## src/rtl/eq_run_detector_if.sv

```systemverilog
// Valid/ready bundle between the comparator, the run detector and the hit consumer.
// The master side drives samples and hit acceptance; the slave side is the detector.
interface eq_run_detector_if;
    logic in_valid;
    logic in_ready;
    logic eq;
    logic hit_valid;
    logic hit_ready;

    modport master (
        output in_valid,
        output eq,
        output hit_ready,
        input  in_ready,
        input  hit_valid
    );

    modport slave (
        input  in_valid,
        input  eq,
        input  hit_ready,
        output in_ready,
        output hit_valid
    );
endinterface

```

## src/rtl/eq_run_detector.sv

```systemverilog
// Counts consecutive eq=1 samples and raises a held hit after RUN_LEN of them.
// Define EQ_RUN_STATS_EN to add the saturating match/mismatch counters.
module eq_run_detector #(
    parameter int RUN_LEN = 4,
    parameter int CNT_W   = 8
) (
    input  logic             clk,
    input  logic             rst_n,
    input  logic             clear,
    eq_run_detector_if.slave bus,
    output logic [CNT_W-1:0] run_cnt,
    output logic [CNT_W-1:0] hit_cnt
`ifdef EQ_RUN_STATS_EN
    ,
    output logic [CNT_W-1:0] match_cnt,
    output logic [CNT_W-1:0] mismatch_cnt
`endif
);

    typedef enum logic {
        SEARCH = 1'b0,
        HIT    = 1'b1
    } state_t;

    localparam logic [CNT_W-1:0] LAST = CNT_W'(RUN_LEN - 1);
    localparam logic [CNT_W-1:0] ALL1 = '1;

    state_t state_q;
    state_t state_d;
    logic   accept;
    logic   done;

    // Handshakes use the registered state, so no input reaches an output.
    assign accept = bus.in_valid && (state_q == SEARCH);
    assign done   = bus.hit_ready && (state_q == HIT);

    always_ff @(posedge clk or negedge rst_n) begin
        if (!rst_n) begin
            state_q <= SEARCH;
        end else begin
            state_q <= state_d;
        end
    end

    always_comb begin
        state_d = state_q;
        if (clear) begin
            state_d = SEARCH;
        end else begin
            unique case (1'b1)
                (state_q == SEARCH): begin
                    if (accept && bus.eq && run_cnt == LAST) state_d = HIT;
                end
                (state_q == HIT): begin
                    if (bus.hit_ready) state_d = SEARCH;
                end
                default: state_d = SEARCH;
            endcase
        end
    end

    always_comb begin
        bus.in_ready  = (state_q == SEARCH);
        bus.hit_valid = (state_q == HIT);
    end

    always_ff @(posedge clk or negedge rst_n) begin
        if (!rst_n) begin
            run_cnt <= '0;
        end else if (clear) begin
            run_cnt <= '0;
        end else if (accept) begin
            run_cnt <= bus.eq ? run_cnt + 1'b1 : '0;
        end else if (done) begin
            run_cnt <= '0;
        end
    end

    always_ff @(posedge clk or negedge rst_n) begin
        if (!rst_n) begin
            hit_cnt <= '0;
        end else if (clear) begin
            hit_cnt <= '0;
        end else if (done && hit_cnt != ALL1) begin
            hit_cnt <= hit_cnt + 1'b1;
        end
    end

`ifdef EQ_RUN_STATS_EN
    always_ff @(posedge clk or negedge rst_n) begin
        if (!rst_n) begin
            match_cnt    <= '0;
            mismatch_cnt <= '0;
        end else if (clear) begin
            match_cnt    <= '0;
            mismatch_cnt <= '0;
        end else if (accept) begin
            if (bus.eq && match_cnt != ALL1) begin
                match_cnt <= match_cnt + 1'b1;
            end
            if (!bus.eq && mismatch_cnt != ALL1) begin
                mismatch_cnt <= mismatch_cnt + 1'b1;
            end
        end
    end
`endif

endmodule
```

## src/flat_wrapper.sv

```systemverilog
// flat-port wrapper written by rule: the top's interface ports become plain ports
module eq_run_detector_flat 
#(
    parameter int RUN_LEN = 4,
    parameter int CNT_W   = 8
)
  (clk, rst_n, clear, run_cnt, hit_cnt, bus_in_valid, bus_eq, bus_hit_ready, bus_in_ready, bus_hit_valid);
  eq_run_detector_if bus_i ();
  input  logic clk;
  input  logic rst_n;
  input  logic clear;
  output logic [CNT_W-1:0] run_cnt;
  output logic [CNT_W-1:0] hit_cnt;
  input wire logic [$bits(bus_i.in_valid)-1:0] bus_in_valid;
  input wire logic [$bits(bus_i.eq)-1:0] bus_eq;
  input wire logic [$bits(bus_i.hit_ready)-1:0] bus_hit_ready;
  output wire logic [$bits(bus_i.in_ready)-1:0] bus_in_ready;
  output wire logic [$bits(bus_i.hit_valid)-1:0] bus_hit_valid;
  assign bus_i.in_valid = bus_in_valid;
  assign bus_i.eq = bus_eq;
  assign bus_i.hit_ready = bus_hit_ready;
  assign bus_in_ready = bus_i.in_ready;
  assign bus_hit_valid = bus_i.hit_valid;
  eq_run_detector #(.RUN_LEN(RUN_LEN), .CNT_W(CNT_W)) u_core (.clk(clk), .rst_n(rst_n), .clear(clear), .bus(bus_i), .run_cnt(run_cnt), .hit_cnt(hit_cnt));
endmodule
```

## config.mk

```make
export PLATFORM = sky130hd
export DESIGN_NAME = eq_run_detector_flat
export DESIGN_NICKNAME = d
export VERILOG_FILES = /design/src/rtl/eq_run_detector_if.sv /design/src/rtl/eq_run_detector.sv /design/src/flat_wrapper.sv
export SDC_FILE = /design/constraint.sdc
export NUM_CORES = 1
export LEC_CHECK = 0
export BUFFER_PORTS_ARGS = -buffer_cell sky130_fd_sc_hd__buf_2
export CORE_MARGIN = 5
export CORE_UTILIZATION = 39
export DETAILED_ROUTE_END_ITERATION = 12
export PLACE_DENSITY = 0.72
export SYNTH_ARGS = -nofsm -noshare
export SYNTH_HDL_FRONTEND = slang
export SYNTH_SLANG_ARGS = --single-unit
```

## constraint.sdc

```tcl
create_clock -name clk -period 3.6 [get_ports clk]
set_input_delay 0.18 -clock clk [delete_from_list [all_inputs] [get_ports clk]]
set_output_delay 0.18 -clock clk [all_outputs]
set_load 0.1 [all_outputs]
```

* Word-level counts from Yosys, hierarchy flattened *
Cells that the tools add are included.

word-level totals
  word-level logic and storage cells = 25
  flip-flop bits (word level) = 17
  output and inout port bits = 18

cells by class
  multiplexer cells = 10
  add/sub/neg operators = 2
  reductions and logical operators = 7
  bitwise operators = 1
  eq/ne operators = 2

operators by type and width
  operator               number
  $mux W8                6
  $add A8 B1 Y8 const B  2
  $eq A8 B2 Y1 const B   1
  $ne A8 B8 Y1 const B   1
  $logic_and A1 B1 Y1    5
  $mux W1                3
  $reduce_bool A3 Y1     1
  $pmux W1 S2            1
  $reduce_bool A2 Y1     1
  $not A1 Y1             1

* Logic depth before layout (Yosys ltp) *
Gate-level depths: netlist (run 1).

  depth in word-level cells = 7
  depth in mapped cells = 5
  mapped depth without buffers = 5

* Least setup slack after synthesis (run 1) *
Ideal clock, no wire load.

  path kind = reg-to-reg
  start = reg u_core.state_q, in the netlist u_core.bus.hit_valid
  end = reg u_core.run_cnt[5]
  library setup time = 113 ps
  path slack = 1,072 ps
  period minus slack after synthesis = 2,528 ps
  cell stages (with the launch flop) = 5
  arrival = 2,416 ps
  cells stage by stage = dfrtp_1 inv_1 a211oi_2 o21ai_0 o41ai_1

on the way
  word-level cells in the longest chain between the ends = 4
  elaborated cells on any way between the ends = 6
  those cells by class = mux: 2; bitwise: 1; reduce/logical: 3

RTL lines
  item                    line                   RTL
  from (decl)             eq_run_detector.sv:28  state_t state_q;
  from (signal assigned)  eq_run_detector.sv:41  state_q <= state_d;
  $not A1 Y1 *            n/a
  net bus_in_ready        flat_wrapper.sv:17     output wire logic [$bits(bus_i.in_ready)-1:0] bus_in_ready;
  $logic_and A1 B1 Y1 *   eq_run_detector.sv:34  assign accept = bus.in_valid && (state_q == SEARCH);
  $mux W8                 eq_run_detector.sv:72  end else if (accept) begin
  $mux W8                 eq_run_detector.sv:70  end else if (clear) begin
  to (signal assigned)    eq_run_detector.sv:73  run_cnt <= bus.eq ? run_cnt + 1'b1 : '0;
  to (decl)               eq_run_detector.sv:11  output logic [CNT_W-1:0] run_cnt,

The timed path passes the listed nets; every way through them passes the cells marked *.
A chain may end at the register's enable or synchronous reset.

* Worst setup path after layout (run 1) *
  start = reg u_core.hit_cnt[0]
  end = reg u_core.hit_cnt[6]

on the way
  word-level cells in the longest chain between the ends = 3
  elaborated cells on any way between the ends = 6
  those cells by class = add/sub: 1; eq/ne: 1; mux: 2; reduce/logical: 2

RTL lines
  item                                                   line                                          RTL
  from (decl)                                            eq_run_detector.sv:12                         output logic [CNT_W-1:0] hit_cnt
  from (signal assigned)                                 eq_run_detector.sv:85                         hit_cnt <= hit_cnt + 1'b1;
  $add A8 B1 Y8 / $ne A8 B8 Y1 (equally long branches)   eq_run_detector.sv:85, eq_run_detector.sv:84
  $mux W8 / $logic_and A1 B1 Y1 (equally long branches)  eq_run_detector.sv:84                         end else if (done && hit_cnt != ALL1) begin
  $mux W8 / $reduce_bool A2 Y1 (equally long branches)   n/a

Several ways; a longest one is shown, not always the timed one. The select of a mux whose other input is x is not followed.

==> qor.csv, run 1 <==
stage;metric;value;unit
timing;fmax;618;MHz
synth;synth_edf_count;0;
pwr;pwr-share-clk;0.316;
grt;gr-total-overflow;0;
setup_path;crit_required;3.82;ns
placement;dp.final_hpwl;1490;µm
pwr;internal_power;241;µW
pwr;p_sw_frac;0.245;
timing;finalClockSkew;0.00659;ns
timing;layout_setup_ws;1.98;ns
worst_hold_path;hold_class;in2reg;
grt;grt_pass1_wl;3490;µm
timing;relSlewSlack;0.638;
setup_path;critPathKind;reg2reg;
clock_network;cts_tree;done;
placement;place_area;1060;µm²
clock_network;cts_htree_levels;1;
placement;io_buffers;23;
final_layout;num-fill-cells;204;
setup_path;crit_path_max_incr_delay;0.42;ns
synth;synthArstFlopShare;1.00;
clock_network;cts_buffers;3;
clock_network;clock_latency;0.29;ns
placement;gp_congestion;0.754;
pwr;leakage;0.559;nW
timing;setup_viol;0;
pwr;pwr-share-comb;0.078;
synth;ys_seq_elements;17;
timing;fin_tns_setup;0;ns
floorplanning;ios;24;
grt;first_global_vias;745;
clock_network;clkTransAtPathRegs;0.10;ns
synth;syn_area;921;µm²
floorplanning;core.rowCount;17;
floorplanning;die_w;58.6;µm
clock_network;clk_path_buf_depth;2;
grt;track_usage;0.131;
route;ant_nets;0;
setup_path;rr_worst_depth;5;
clock_network;cts_num_sinks;17;
final_layout;ff_latch_area;425;µm²
setup_path;arrival;1.83;ns
placement;post-place-ws;2.01;ns
setup_path;path_buf_inv;0;
pwr;p_switching;78.0;µW
floorplanning;core-area;2230;µm²
timing;timing.final.crit_share;0.449;
setup_path;setup.worst_path.start_class;register;
setup_path;cp_num_cells;5;
grt;grt_max_degree;18;
route;vias;782;
floorplanning;die_h;58.6;µm
final_layout;postLayoutCoreUtil;0.492;
synth;synth_nets;104;
floorplanning;die-area;3430;µm²
clock_network;clockRootBuffer;clkbuf_4;
route;dr.first_iter.drc_count;21;
timing;worst_pin_slew;0.541;ns
clock_network;cts_resized;0;
final_layout;drive_above_1_share;0.273;
route;viasPerCell;5.25;
route;wl_per_cell;13.6;µm
route;drt_first_pass_iters;4;
synth;synthCells;95;
route;routed_wl;2030;µm
setup_path;slowest_stage;dfrtp_1;
final_layout;areaGrowthSynthToFinish;19.4;%
setup_path;cp-end-kind;register;
route;drc;0;
setup_path;cp_top_family;simple AND/OR/NAND/NOR gates;
synth;yosysSeqAreaShare;0.462;
floorplanning;start_util;0.412;
synth;yosysUniqueCellTypes;33;
timing;slew_viol_final;0;
outcome;status;finished clean;
setup_path;crit_fanout;4;
final_layout;nets;131;
synth;ys_dominant_reg_cell;dfrtp_1;
synth;synth_warnings;0;
final_layout;multi_input_area;484;µm²
pwr;power.share.sequential;0.606;
grt;antenna_found_initial;0;
setup_path;path_cells;ha_1, nand3_1, o21ai_2, or4_1, a21oi_1;
pwr;power_per_cell_area;290;nW/µm²
final_layout;finish.instance_area;1100;µm²
timing;final_hold_viol_count;0;
job;drv_cap;0;
pwr;vdd_drop_max;0.000204;V
worst_hold_path;min_path_cells;3;
final_layout;diodes;0;
synth;avgSynthCellArea;9.69;µm²
timing;rsz0062_at_grt;false;
timing;min_period;1.62;ns
[repair_timing]
action / CTS / global route
buffers inserted: 0 / 0
hold buffers: 1 / 0
hold endpoints to repair: 17 / 0
setup endpoints to repair: 0 / 0
[worst register-to-register path, stage by stage, from the launching register on]
cell     delay, ns
dfrtp_1       0.42
ha_1          0.25
nand3_1       0.19
o21ai_2       0.12
or4_1         0.40
a21oi_1       0.17
[cells in the final DEF, fill, tap and decap left out, drive strengths merged, types with 4 or more instances in the layout]
cell | Yosys | final
nand3 | 4 | 4
clkbuf | 2 | 4
dfrtp | 17 | 17
nand2 | 10 | 10
and3 | 4 | 4
xor2 | 5 | 5
o21ai | 10 | 10
nor2 | 12 | 12
buf | 0 | 23
[power groups by stage]
stage	registers [mW]	logic, mW	clock network [mW]
final	0.193	0.0248	0.101
after global placement	0.197	0.0239	0
after global routing	0.193	0.0276	0.112
after CTS	0.193	0.0252	0.105
after floorplan	0.204	0.00689	0
after detailed placement	0.197	0.0242	0
[metrics by stage]
stage	power (mW)	std cells	hold WS, ns
after CTS	0.323	149	0.144
after detailed placement	0.221	144	0.123
final	0.319	149	0.150
after global placement	0.221	144	0.123
after floorplan	0.211	95	-0.116
after global routing	0.333	149	0.175
[registers in the layout, summed over array words and instances, names as in the netlist]
register and flops:
u_core.hit_cnt 8, u_core.bus.hit_valid 1, u_core.run_cnt 8
[Yosys cell counts (3+ instances only)]
| cell type | n | area [µm²] |
|---|---|---|
| and3_1 | 4 | 25.0 |
| dfrtp_1 | 17 | 425 |
| ha_1 | 3 | 37.5 |
| nand2_1 | 10 | 37.5 |
| nand3_1 | 4 | 20.0 |
| nor2_1 | 12 | 45.0 |
| o21ai_0 | 8 | 40.0 |
| xor2_1 | 5 | 43.8 |
[cells by family after synthesis]
family,after synthesis,synth area share
fa+ha+maj,3,0.0408
compound gates,21,0.155
simple gates,42,0.238
flops,17,0.462
buf+inv,3,0.0122
xor+xnor,6,0.0571
mux,3,0.0353
[worst paths after layout]
kind,start,to,slack (ns)
min reg2reg,u_core.run_cnt[7]$_DFFE_PN0P_,u_core.run_cnt[7]$_DFFE_PN0P_,0.56
max in group asynchronous,rst_n,u_core.run_cnt[7]$_DFFE_PN0P_,2.98
min,bus_hit_ready,u_core.bus.hit_valid$_DFF_PN0_,0.15
max reg2reg,u_core.hit_cnt[0]$_DFFE_PN0P_,u_core.hit_cnt[6]$_DFFE_PN0P_,1.98
min in group asynchronous,rst_n,u_core.hit_cnt[7]$_DFFE_PN0P_,0.34
max,u_core.hit_cnt[0]$_DFFE_PN0P_,u_core.hit_cnt[6]$_DFFE_PN0P_,1.98
[final cells by class]
class	instances	area share
tap	28	0.0319
timing repair buffer	24	0.114
clock buffer	4	0.0239
multi-input combinational	75	0.440
inverter	1	0.00341
sequential	17	0.387
[routing by layer]
layer,track usage,up-vias,part of all wire
met1,0.170,371,0.46
li1,-,397,-
met5,0,-,0
met2,0.212,12,0.49
met4,0.0485,0,0.0069
met3,0.0307,2,0.041
(Power assumes the default switching activity.)
==> run 2: changes to the inputs <==
==> constraint.sdc (replaced) <==
create_clock -name clk -period 1.6 [get_ports clk]
set_input_delay 0.08 -clock clk [delete_from_list [all_inputs] [get_ports clk]]
set_output_delay 0.08 -clock clk [all_outputs]
set_load 0.1 [all_outputs]
==> run 2 against run 1 <==
Via count rose by 3.5%. Die area did not move. Global-route usage rose by 0.058 points. Critical path type is now reg2out. Final cell count rose by 1.3%. Clock power rose by 130%. Routed wire length rose by 4.3%. Critical path depth fell by 2. Total power rose by 130%. Non-clock buffer count rose by 2.
==> qor.csv, run 2 (same netlist as run 1, synthesis figures left out) <==
stage;metric;value;unit;change
floorplanning;die-area;3430;µm²;unchanged
clock_network;cts_num_sinks;17;;unchanged
setup_path;arrival;1.45;ns;-0.38 ns
placement;dp_cells;146;;+1.4%
placement;place_area;1150;µm²;+8.2%
timing;worst_pin_slew;0.490;ns;-0.0517 ns
setup_path;crit_path_max_incr_delay;0.49;ns;+0.07 ns
route;vias;809;;+3.5%
setup_path;slowest_stage;dfrtp_4;;
setup_path;crit_required;1.52;ns;-2.30 ns
clock_network;cts_resized;0;;unchanged
final_layout;diodes;0;;unchanged
setup_path;cp-end-kind;primary output;;
route;dr.first_iter.drc_count;33;;+57%
floorplanning;core-area;2230;µm²;unchanged
timing;min_period;1.53;ns;
final_layout;finish.instance_area;1190;µm²;+8.1%
floorplanning;ios;24;;unchanged
pwr;power_per_cell_area;609;nW/µm²;+110%
timing;fmax;655;MHz;
final_layout;finalNonFillerCells;151;;+1.3%
placement;io_buffers;23;;unchanged
placement;dp.final_hpwl;1650;µm;+11%
setup_path;path_cells;buf_4, clkinvlp_4, buf_2;;
grt;first_global_vias;840;;+13%
setup_path;path_buf_inv;3;;+3
clock_network;cts_tree;done;;
clock_network;cts_htree_levels;1;;unchanged
final_layout;mostFrequentLayoutCell;buf_2;;
outcome;status;finished clean;;
timing;relSlewSlack;0.676;;+0.0374
pwr;leakage;0.551;nW;-1.4%
timing;finalClockSkew;0.00693;ns;+0.000343 ns
clock_network;clkTransAtPathRegs;0.10;ns;about the same
setup_path;cp_top_family;buffers and inverters;;
setup_path;setup.worst_path.start_class;register;;
final_layout;nets;133;;+1.5%
route;ant_nets;0;;unchanged
grt;antenna_found_initial;0;;unchanged
job;drv_cap;0;;unchanged
pwr;vdd_drop_max;0.000332;V;+63%
timing;rsz0062_at_grt;false;;
grt;grt_pass1_wl;3530;µm;+1.2%
placement;gp_congestion;0.778;;+3.2%
grt;grt_max_degree;18;;unchanged
route;wl_per_cell;14.0;µm;+3.0%
timing;fin_tns_setup;0;ns;unchanged
timing;whs;0.0521;ns;-0.0978 ns
clock_network;clock_latency;0.29;ns;about the same
floorplanning;die_w;58.6;µm;unchanged
floorplanning;core.rowCount;17;;unchanged
final_layout;final_cell_mix;23 x buf_2, 12 x nor2_1, 10 x nand2_1;;
final_layout;drive_above_1_share;0.407;;+0.134
final_layout;areaGrowthSynthToFinish;29.1;%;
clock_network;postCtsHoldBufs;1;;unchanged
setup_path;crit_fanout;5;;+1
timing;setup_viol;0;;unchanged
timing;slew_viol_final;0;;unchanged
route;drc;0;;unchanged
floorplanning;start_util;0.412;;unchanged
grt;track_usage;0.132;;+0.000577
clock_network;clk_path_buf_depth;2;;unchanged
grt;gr-total-overflow;0;;unchanged
clock_network;cts_setup_buffers;0;;unchanged
setup_path;critPathKind;reg2out;;
final_layout;postLayoutCoreUtil;0.532;;+0.0398
floorplanning;die_h;58.6;µm;unchanged
timing;final_hold_viol_count;0;;unchanged
clock_network;clockRootBuffer;clkbuf_4;;
timing;timing.final.crit_share;0.954;;
worst_hold_path;hold_class;in2reg;;
route;drt_first_pass_iters;4;;unchanged
clock_network;cts_buffers;3;;unchanged
route;viasPerCell;5.36;;+2.1%
route;routed_wl;2120;µm;+4.3%
-- run 2: changes by cell type in the layout (fill, tap and decap cells not counted), sizes merged --
cell / delta
buf: +2
clkbuf: -1
clkinv: +1
clkinvlp: +1
inv: -1
-- run 2: per-stage QoR --
step	total power, mW	worst slack, ns
floorplan	0.476	-0.361
global placement	0.501	0.150
detailed placement	0.502	0.107
CTS	0.733	0.0710
global route	0.763	0.0234
finish	0.724	0.0744
-- run 2: worst reg2reg max path: stages, from the launching register on --
cell      delay, ns
dfrtp_4        0.52
ha_4           0.19
nand3_4        0.10
o211ai_2       0.12
nor2_1         0.12
mux2_2         0.34
-- run 2: cell type report --
class / instances / area, µm²
clock buffer: 3 / 22.5
clock inverter: 1 / 5.00
fill: 221 / 1040
inverter: 1 / 7.51
multi-input combinational: 75 / 524
sequential: 17 / 454
tap: 28 / 35.0
timing repair buffer: 26 / 140
-- run 2: path summary, 6_finish.rpt --
path / slack (ns) / cells past startpoint / endpoint / start
worst max-delay path: 0.07 / 3 / bus_in_ready / u_core.bus.hit_valid$_DFF_PN0_
worst min-delay path: 0.05 / 3 / u_core.bus.hit_valid$_DFF_PN0_ / bus_hit_ready
worst max register to register: 0.09 / 5 / u_core.hit_cnt[5]$_DFFE_PN0P_ / u_core.hit_cnt[0]$_DFFE_PN0P_
worst min register to register: 0.56 / 1 / u_core.run_cnt[0]$_DFFE_PN0P_ / u_core.run_cnt[0]$_DFFE_PN0P_
max in group asynchronous: 1.05 / 2 / u_core.bus.hit_valid$_DFF_PN0_ / rst_n
min in group asynchronous: 0.23 / 2 / u_core.hit_cnt[7]$_DFFE_PN0P_ / rst_n
-- run 2: report_power, final --
group	internal [mW]	switching, mW
sequential	0.432	0.00349
clock	0.0928	0.137
combinational	0.0151	0.0445
-- run 2: routing by layer --
layer | global-route usage | share of wire | vias up
li1 | - | - | 397
met1 | 0.154 | 0.45 | 392
met2 | 0.231 | 0.50 | 20
met3 | 0.0285 | 0.051 | 0
met4 | 0.0550 | 0 | 0
met5 | 0 | 0 | -
